`src/rtl/can_bit_stuffer.sv`:
```
// ---------------------------------------------------------------------------
// can_bit_stuffer
//
// Transmit-side CAN bit stuffer. It sits between the frame serializer and the
// bus driver. Unstuffed frame bits arrive over a valid/ready handshake into a
// one-entry holding buffer. One bit goes onto the TX line per bit-time
// strobe. While the stuffing window is open, a complementary stuff bit is
// inserted after every STUFF_LEN consecutive identical bits.
//
// Ports
//   clock        system clock, all state updates on the rising edge
//   reset        synchronous, active-high reset
//   tx_point     one-cycle strobe marking a bit boundary
//   stuff_en     stuffing window (SOF through last CRC bit)
//   bit_valid    serializer presents bit_in
//   bit_in       next unstuffed frame bit (0 = dominant)
//   bit_ready    holding buffer empty, a bit can be accepted
//   TX           registered serial line to the bus driver
//   stuff_bit    pulse: the TX value just driven is a stuff bit
//   underrun     pulse: tx_point arrived with nothing to send
//   run_len      current identical-bit run length
//   stuff_count  stuff bits inserted in the current window (saturating)
// ---------------------------------------------------------------------------
module can_bit_stuffer #(
  parameter int STUFF_LEN = 5,
  parameter int CNT_W     = 8
) (
  input  logic             clock,
  input  logic             reset,
  input  logic             tx_point,
  input  logic             stuff_en,
  input  logic             bit_valid,
  input  logic             bit_in,
  output logic             bit_ready,
  output logic             TX,
  output logic             stuff_bit,
  output logic             underrun,
  output logic [2:0]       run_len,
  output logic [CNT_W-1:0] stuff_count
);

  localparam logic [2:0]       STUFF_LEN_W = 3'(STUFF_LEN);
  localparam logic [CNT_W-1:0] CNT_MAX     = {CNT_W{1'b1}};

  logic             buf_full_reg,      buf_full_next;
  logic             buf_bit_reg,       buf_bit_next;
  logic             last_bit_reg,      last_bit_next;
  logic             stuff_pending_reg, stuff_pending_next;
  logic             tx_reg,            tx_next;
  logic             stuff_bit_reg,     stuff_bit_next;
  logic             underrun_reg,      underrun_next;
  logic [2:0]       run_len_reg,       run_len_next;
  logic [CNT_W-1:0] stuff_count_reg,   stuff_count_next;
  logic             stuff_en_d_reg,    stuff_en_d_next;

  logic             fill;
  logic [2:0]       run_grown;
  logic [CNT_W-1:0] count_base;

  always_comb begin
    buf_full_next      = buf_full_reg;
    buf_bit_next       = buf_bit_reg;
    last_bit_next      = last_bit_reg;
    stuff_pending_next = stuff_pending_reg;
    tx_next            = tx_reg;
    stuff_bit_next     = 1'b0;
    underrun_next      = 1'b0;
    run_len_next       = run_len_reg;
    stuff_en_d_next    = stuff_en;
    run_grown          = 3'd1;

    // Fill only when empty. Consume only when full. So a refill can never
    // coincide with a consume, and the buffer needs no bypass path.
    fill = bit_valid & ~buf_full_reg;
    if (fill) begin
      buf_full_next = 1'b1;
      buf_bit_next  = bit_in;
    end

    // A new window starts the count from zero. An increment on that same
    // cycle builds on the cleared value.
    count_base       = (stuff_en & ~stuff_en_d_reg) ? '0 : stuff_count_reg;
    stuff_count_next = count_base;

    if (tx_point) begin
      if (stuff_pending_reg) begin
        // The stuff bit goes out even if the window has just closed. It is
        // the first bit of the next run. The buffered bit waits.
        tx_next            = ~last_bit_reg;
        last_bit_next      = ~last_bit_reg;
        run_len_next       = 3'd1;
        stuff_pending_next = 1'b0;
        stuff_bit_next     = 1'b1;
        if (count_base != CNT_MAX) begin
          stuff_count_next = count_base + 1'b1;
        end
      end else if (buf_full_reg) begin
        tx_next       = buf_bit_reg;
        buf_full_next = 1'b0;
        last_bit_next = buf_bit_reg;
        if (stuff_en) begin
          // run_len_reg is below STUFF_LEN here. At STUFF_LEN a stuff bit is
          // pending and takes the branch above, so the +1 cannot overflow.
          if ((run_len_reg != 3'd0) && (buf_bit_reg == last_bit_reg)) begin
            run_grown = run_len_reg + 3'd1;
          end
          run_len_next = run_grown;
          if (run_grown == STUFF_LEN_W) begin
            stuff_pending_next = 1'b1;
          end
        end else begin
          run_len_next = 3'd0;
        end
      end else begin
        // Nothing to send: idle recessive. The run is broken.
        tx_next       = 1'b1;
        underrun_next = 1'b1;
        last_bit_next = 1'b1;
        if (stuff_en) begin
          run_len_next = 3'd0;
        end
      end
    end
  end

  always_ff @(posedge clock) begin
    if (reset) begin
      buf_full_reg      <= 1'b0;
      buf_bit_reg       <= 1'b1;
      last_bit_reg      <= 1'b1;
      stuff_pending_reg <= 1'b0;
      tx_reg            <= 1'b1;
      stuff_bit_reg     <= 1'b0;
      underrun_reg      <= 1'b0;
      run_len_reg       <= 3'd0;
      stuff_count_reg   <= '0;
      stuff_en_d_reg    <= 1'b0;
    end else begin
      buf_full_reg      <= buf_full_next;
      buf_bit_reg       <= buf_bit_next;
      last_bit_reg      <= last_bit_next;
      stuff_pending_reg <= stuff_pending_next;
      tx_reg            <= tx_next;
      stuff_bit_reg     <= stuff_bit_next;
      underrun_reg      <= underrun_next;
      run_len_reg       <= run_len_next;
      stuff_count_reg   <= stuff_count_next;
      stuff_en_d_reg    <= stuff_en_d_next;
    end
  end

  assign bit_ready   = ~buf_full_reg;
  assign TX          = tx_reg;
  assign stuff_bit   = stuff_bit_reg;
  assign underrun    = underrun_reg;
  assign run_len     = run_len_reg;
  assign stuff_count = stuff_count_reg;

endmodule

```
`config.mk`:
```
export PLATFORM = sky130hd
export DESIGN_NAME = can_bit_stuffer
export DESIGN_NICKNAME = d
export VERILOG_FILES = /design/src/rtl/can_bit_stuffer.sv
export SDC_FILE = /design/constraint.sdc
export NUM_CORES = 1
export LEC_CHECK = 0
export CORE_UTILIZATION = 47
export CTS_BUF_LIST = sky130_fd_sc_hd__clkbuf_16
export DETAILED_ROUTE_END_ITERATION = 10
export PLACE_DENSITY = 0.88
export SYNTH_ARGS = -nofsm -noshare
export SYNTH_HDL_FRONTEND = slang
export SYNTH_SLANG_ARGS = --single-unit
```
`constraint.sdc`:
```
create_clock -name clock -period 1.5 [get_ports clock]
set_input_delay 0.3 -clock clock [delete_from_list [all_inputs] [get_ports clock]]
set_output_delay 0.3 -clock clock [all_outputs]
set_load 0.02 [all_outputs]
```
[Word level (Yosys, flattened, before mapping)]
Cells that the tools add are included.
Word-level totals
  register bits after elaboration: 18
  input port bits: 6
  output and inout port bits: 15
  logic and storage cells: 51
Operators by class
  $add $sub $neg: 2
  eq/ne operators: 3
  muxes and demuxes: 25
  bitwise logic cells: 6
  reduce and logical (&&, ||, !) cells: 6
Operator list (number)
  two-way mux 8 bit: 4
  two-way mux 3 bit: 9
  two-way mux 1 bit: 12
  adder 8 x 1 -> 8 bit (second input constant): 1
  inequality test 8 bit (second input constant): 1
  nonzero test 3 bit: 2
  NOT 1 bit: 4
  adder 3 x 1 -> 3 bit (second input constant): 1
  == test 3 bit (second input constant): 1
  OR reduction 3 bit: 1
  AND 1 bit: 2
  AND reduction 2 bit: 1
  OR reduction 2 bit: 1
  == test 1 bit: 1
  logical AND 1 bit: 1

[Longest topological paths before layout]
  word-level depth: 12
  mapped depth: 6

[Least setup slack after synthesis]
OpenSTA, ideal clock, no wires.
  path kind: flip-flop to flip-flop
  from: reg run_len_reg[0] (netlist: run_len[0])
  to: reg run_len_reg[0] (netlist: run_len[0])
  library setup time: 0.141 ns
  arrival time: 1.261 ns
  slack: 0.098 ns
  stages on the path, launching flop included: 6
  path buffers: 0
  path through: dfxtp_1 -> inv_1 -> ha_1 -> nor2b_1 -> o311ai_0 -> a221oi_1
Between the ends
  longest elaborated chain between the ends: 10
  elaborated cells on any way between the ends: 11
  classes of those cells: add/sub: 1; mux: 8; reduce/logical: 2
Ends and longest elaborated chain
  start: declaration: RTL line 52  | logic [2:0] run_len_reg, run_len_next;
  start signal: assignment: RTL line 146  | run_len_reg <= run_len_next;
  branches (longest 2 deep; another with adder 3 x 1 -> 3 bit)
  two-way mux 3 bit (*): RTL line 104  | if ((run_len_reg != 3'd0) && (buf_bit_reg == last_bit_reg)) begin
  two-way mux 3 bit (*): RTL line 101  | if (stuff_en) begin
  two-way mux 3 bit (*): RTL line 97  | end else if (buf_full_reg) begin
  two-way mux 3 bit (*): RTL line 86  | if (stuff_pending_reg) begin
  two-way mux 3 bit (*): RTL line 85  | if (tx_point) begin
  two-way mux 3 bit (*): RTL line 101
  two-way mux 3 bit (*): RTL line 97
  two-way mux 3 bit (*): RTL line 86
Every way passes the cells marked *. The select of a mux whose other input is x is not followed.
A chain may end at the register's enable or synchronous reset.

[Worst setup path in the final report]
  from: reg stuff_bit_reg (netlist: stuff_bit)
  to: out stuff_bit
RTL lines
  start: declaration: RTL line 50  | logic stuff_bit_reg, stuff_bit_next;
  start signal: assignment: RTL line 144  | stuff_bit_reg <= stuff_bit_next;
  end: declaration: RTL line 36  | output logic stuff_bit,
No word-level cell between the ends.

==> impl_metrics.toml <==
[status]
status = "finished, final reports clean"

[synthesis]
syn_inst = 95
synthesis.area_per_instance_um2 = 9.338
seq_area_frac_synth_pct = 40.62
synth_cell_type_count = 38
ys.warnings.count = 0
async_set_or_reset_flop_fraction_in_the_synthesized_netlist_pct = 0
post_synth_instance_area_um2 = 887.1
synth_edf_count = 0
synth-main-ff-cell = "sky130_fd_sc_hd__dfxtp_1"
ys_ff_latch = 18
synth_nets = 103

[grt]
initial_antenna_violation_count = 0
grt_max_degree = 12
grt_pass1_vias = 718
groute.usage.overall_pct = 21.23
grt_first_pass_wirelength_mm = 3.063
grt_remaining_overflow = 0

[timing]
layout_skew_ns = 0.001920
fin_hold_ws_ns = 0.5180
setup_tns_final_ns = 0
fmax_mhz = 682.6
fin_crit_sh_pct = 97.66
timing.final.max_slew_violations = 0
setup-violations-final = 0
timing.slew.headroom_pct = 74.66
worst-slew-pin-transition_ns = 0.3705
final_critical_path_setup_slack_ns = 0.03512
setup_repair_after_global_routing_missed_its_margin = "true"
period_needed_ns = 1.465
hold_violations = 0

[placement]
worst_case_setup_slack_after_placement_ns = -0.2014
finalWeightedCongestion = 0.7846
port_buffers = 20
dp.final_hpwl_mm = 1.325

[power]
leakage_nw = 0.5171
power_w = 0.001126
p_per_area_nw_per_um2 = 925.5
vdd_drop_max_uv = 682.2

[run]
max_cap_viol_count = 0

[route]
dr.pass1.iters = 4
totalWireLength_mm = 1.850
detail_route.iter0.violations = 13
drt.antenna.violating_nets = 0
num_vias = 789
routedWlPerCell_um = 12.59
vias_per_cell = 5.367
drc = 0

[clock_network]
worstSkewPairLatency_ns = 0.25
cts.root.buffer_cell = "sky130_fd_sc_hd__clkbuf_16"
cts_tree = "built"
cts.hold.buffers_added = 0
clock-sinks = 18
cts.htree.levels = 1
clockBufferDepth = 2
cts.reportedPaths.clkPinSlew_ns = 0.05
cts.repair_timing.setup_buffer_count = 0
cts_inserted_buffers = 3

[floorplanning]
io_pins = 21
coreArea_um2 = 1745
number_of_cell_rows = 15
fp.dieArea_um2 = 2065
die_height_um = 45.45
initial_core_utilization_pct = 50.82
floorplan.die.width_um = 45.45

[hold_path]
worstHoldPathType = "reg2reg"
worst_hold_startpoint = "run_len[2]"

[worst_setup_path]
critical-path-slowest-cell = "sky130_fd_sc_hd__clkdlybuf4s50_1"
crit_path_cell_trace = "clkdlybuf4s50_1"
critical_path_class = "reg2out"
crit_fanout = 1
cp-startpoint = "stuff_bit"
timing.critical_path.max_delay_family = "buffers and inverters"
sort_of_element_at_the_end_of_the_critical_path = "output pin"
worst_endpoint_data_arrival_time_ns = 1.16
worst-path-buf-inv = 1
max_stage_delay_ns = 0.61
required_time_reported_for_the_critical_path_endpoint_ns = 1.20
reg2reg_from = "run_len[0]"
startpoint_type = "register"

[final_layout]
layout.cells.most_common = "sky130_fd_sc_hd__dfxtp_1"
final.fill_count = 146
area_of_the_multi_input_gates_um2 = 479.2
final_nets = 131
flow.area_growth_from_synthesis_pct = 37.09
layout_common_cells = "sky130_fd_sc_hd__dfxtp_1, sky130_fd_sc_hd__dlygate4sd2_1, sky130_fd_sc_hd__nor2_1"
seq_area_um2 = 360.3
antenna_cells = 0
largest_register_ff_count = 8
post_route_cells_drive_above_1_share_pct = 18.03
power breakdown:
part / internal (W) / leakage, nW / switching, W
combinational: 0.0000478 / 0.332 / 0.0000545
clock: 0.000354 / 0.0385 / 0.000175
sequential: 0.000488 / 0.146 / 0.00000646
routing by layer:
metal / GRT usage, % / wire [um] / vias to the layer above
met5: 0 / 0 / -
met4: 14.55 / 40 / 0
met3: 3.968 / 69 / 4
met2: 36.57 / 977 / 21
met1: 23.27 / 762 / 370
li1: - / - / 394
synth_stat cells, types with 2 or more instances:
cell type                   n  area (um2)
sky130_fd_sc_hd__a32oi_1    2       17.52
sky130_fd_sc_hd__a31oi_1    2       12.51
sky130_fd_sc_hd__xor2_1     2       17.52
sky130_fd_sc_hd__ha_1       2       25.02
sky130_fd_sc_hd__nor3_1     4       20.02
sky130_fd_sc_hd__or2_2      2       12.51
sky130_fd_sc_hd__a21oi_1    3       15.01
sky130_fd_sc_hd__nor3b_1    2       15.01
sky130_fd_sc_hd__nor2b_1    4       25.02
sky130_fd_sc_hd__inv_1      5       18.77
sky130_fd_sc_hd__buf_6      2       22.52
sky130_fd_sc_hd__nand3_1    4       20.02
sky130_fd_sc_hd__o211ai_1   2       15.01
sky130_fd_sc_hd__o21ai_0    2       10.01
sky130_fd_sc_hd__nor2_1    12       45.04
sky130_fd_sc_hd__dfxtp_1   18       360.4
sky130_fd_sc_hd__nand2_1    5       18.77
sky130_fd_sc_hd__nand2b_1   2       12.51
area by class of cell:
class                      instances  share of cell area, %
tap                               25                  2.572
sequential                        18                  29.63
clock buffer                       3                  6.173
timing repair buffer              28                  20.37
multi-input combinational         67                  39.40
clock inverter                     1                 0.3086
inverter                           5                  1.543
stage by stage:
stage | std cells | utilization (%) | cell area [um2]
floorplan | 95 | - | 887.1
global placement | 143 | 65.30 | 1140
detailed placement | 143 | 65.30 | 1140
CTS | 147 | 68.96 | 1204
global route | 147 | 69.68 | 1216
finish | 147 | 69.68 | 1216
worst min-delay path, stage by stage (launching register included):
cell,delay (ns)
sky130_fd_sc_hd__dfxtp_1,0.34
sky130_fd_sc_hd__nand2_1,0.07
sky130_fd_sc_hd__a21oi_1,0.06
kinds of logic (layout without fill, tap and decap cells):
group | count (synthesis) | count (layout) | share of synthesized area, %
fa+ha+maj | 2 | 2 | 2.820
mux | 1 | 1 | 1.128
compound gates | 20 | 20 | 18.20
buf+inv | 10 | 37 | 6.487
xor+xnor | 2 | 2 | 1.975
simple gates | 42 | 42 | 28.77
flops | 18 | 18 | 40.62
timing repair:
item	4_1_cts	5_1_grt
resized for setup	12	4
pin swaps	0	0
endpoints found under the setup margin	12	4
path summary, 6_finish.rpt:
kind	endpoint	slack, ns	cells past startpoint
max	stuff_bit	0.04	1
min reg2reg	run_len[2]	0.52	2
max reg2reg	run_len[0]	0.14	5
min	run_len[2]	0.52	2
(Power assumes the default switching activity.)
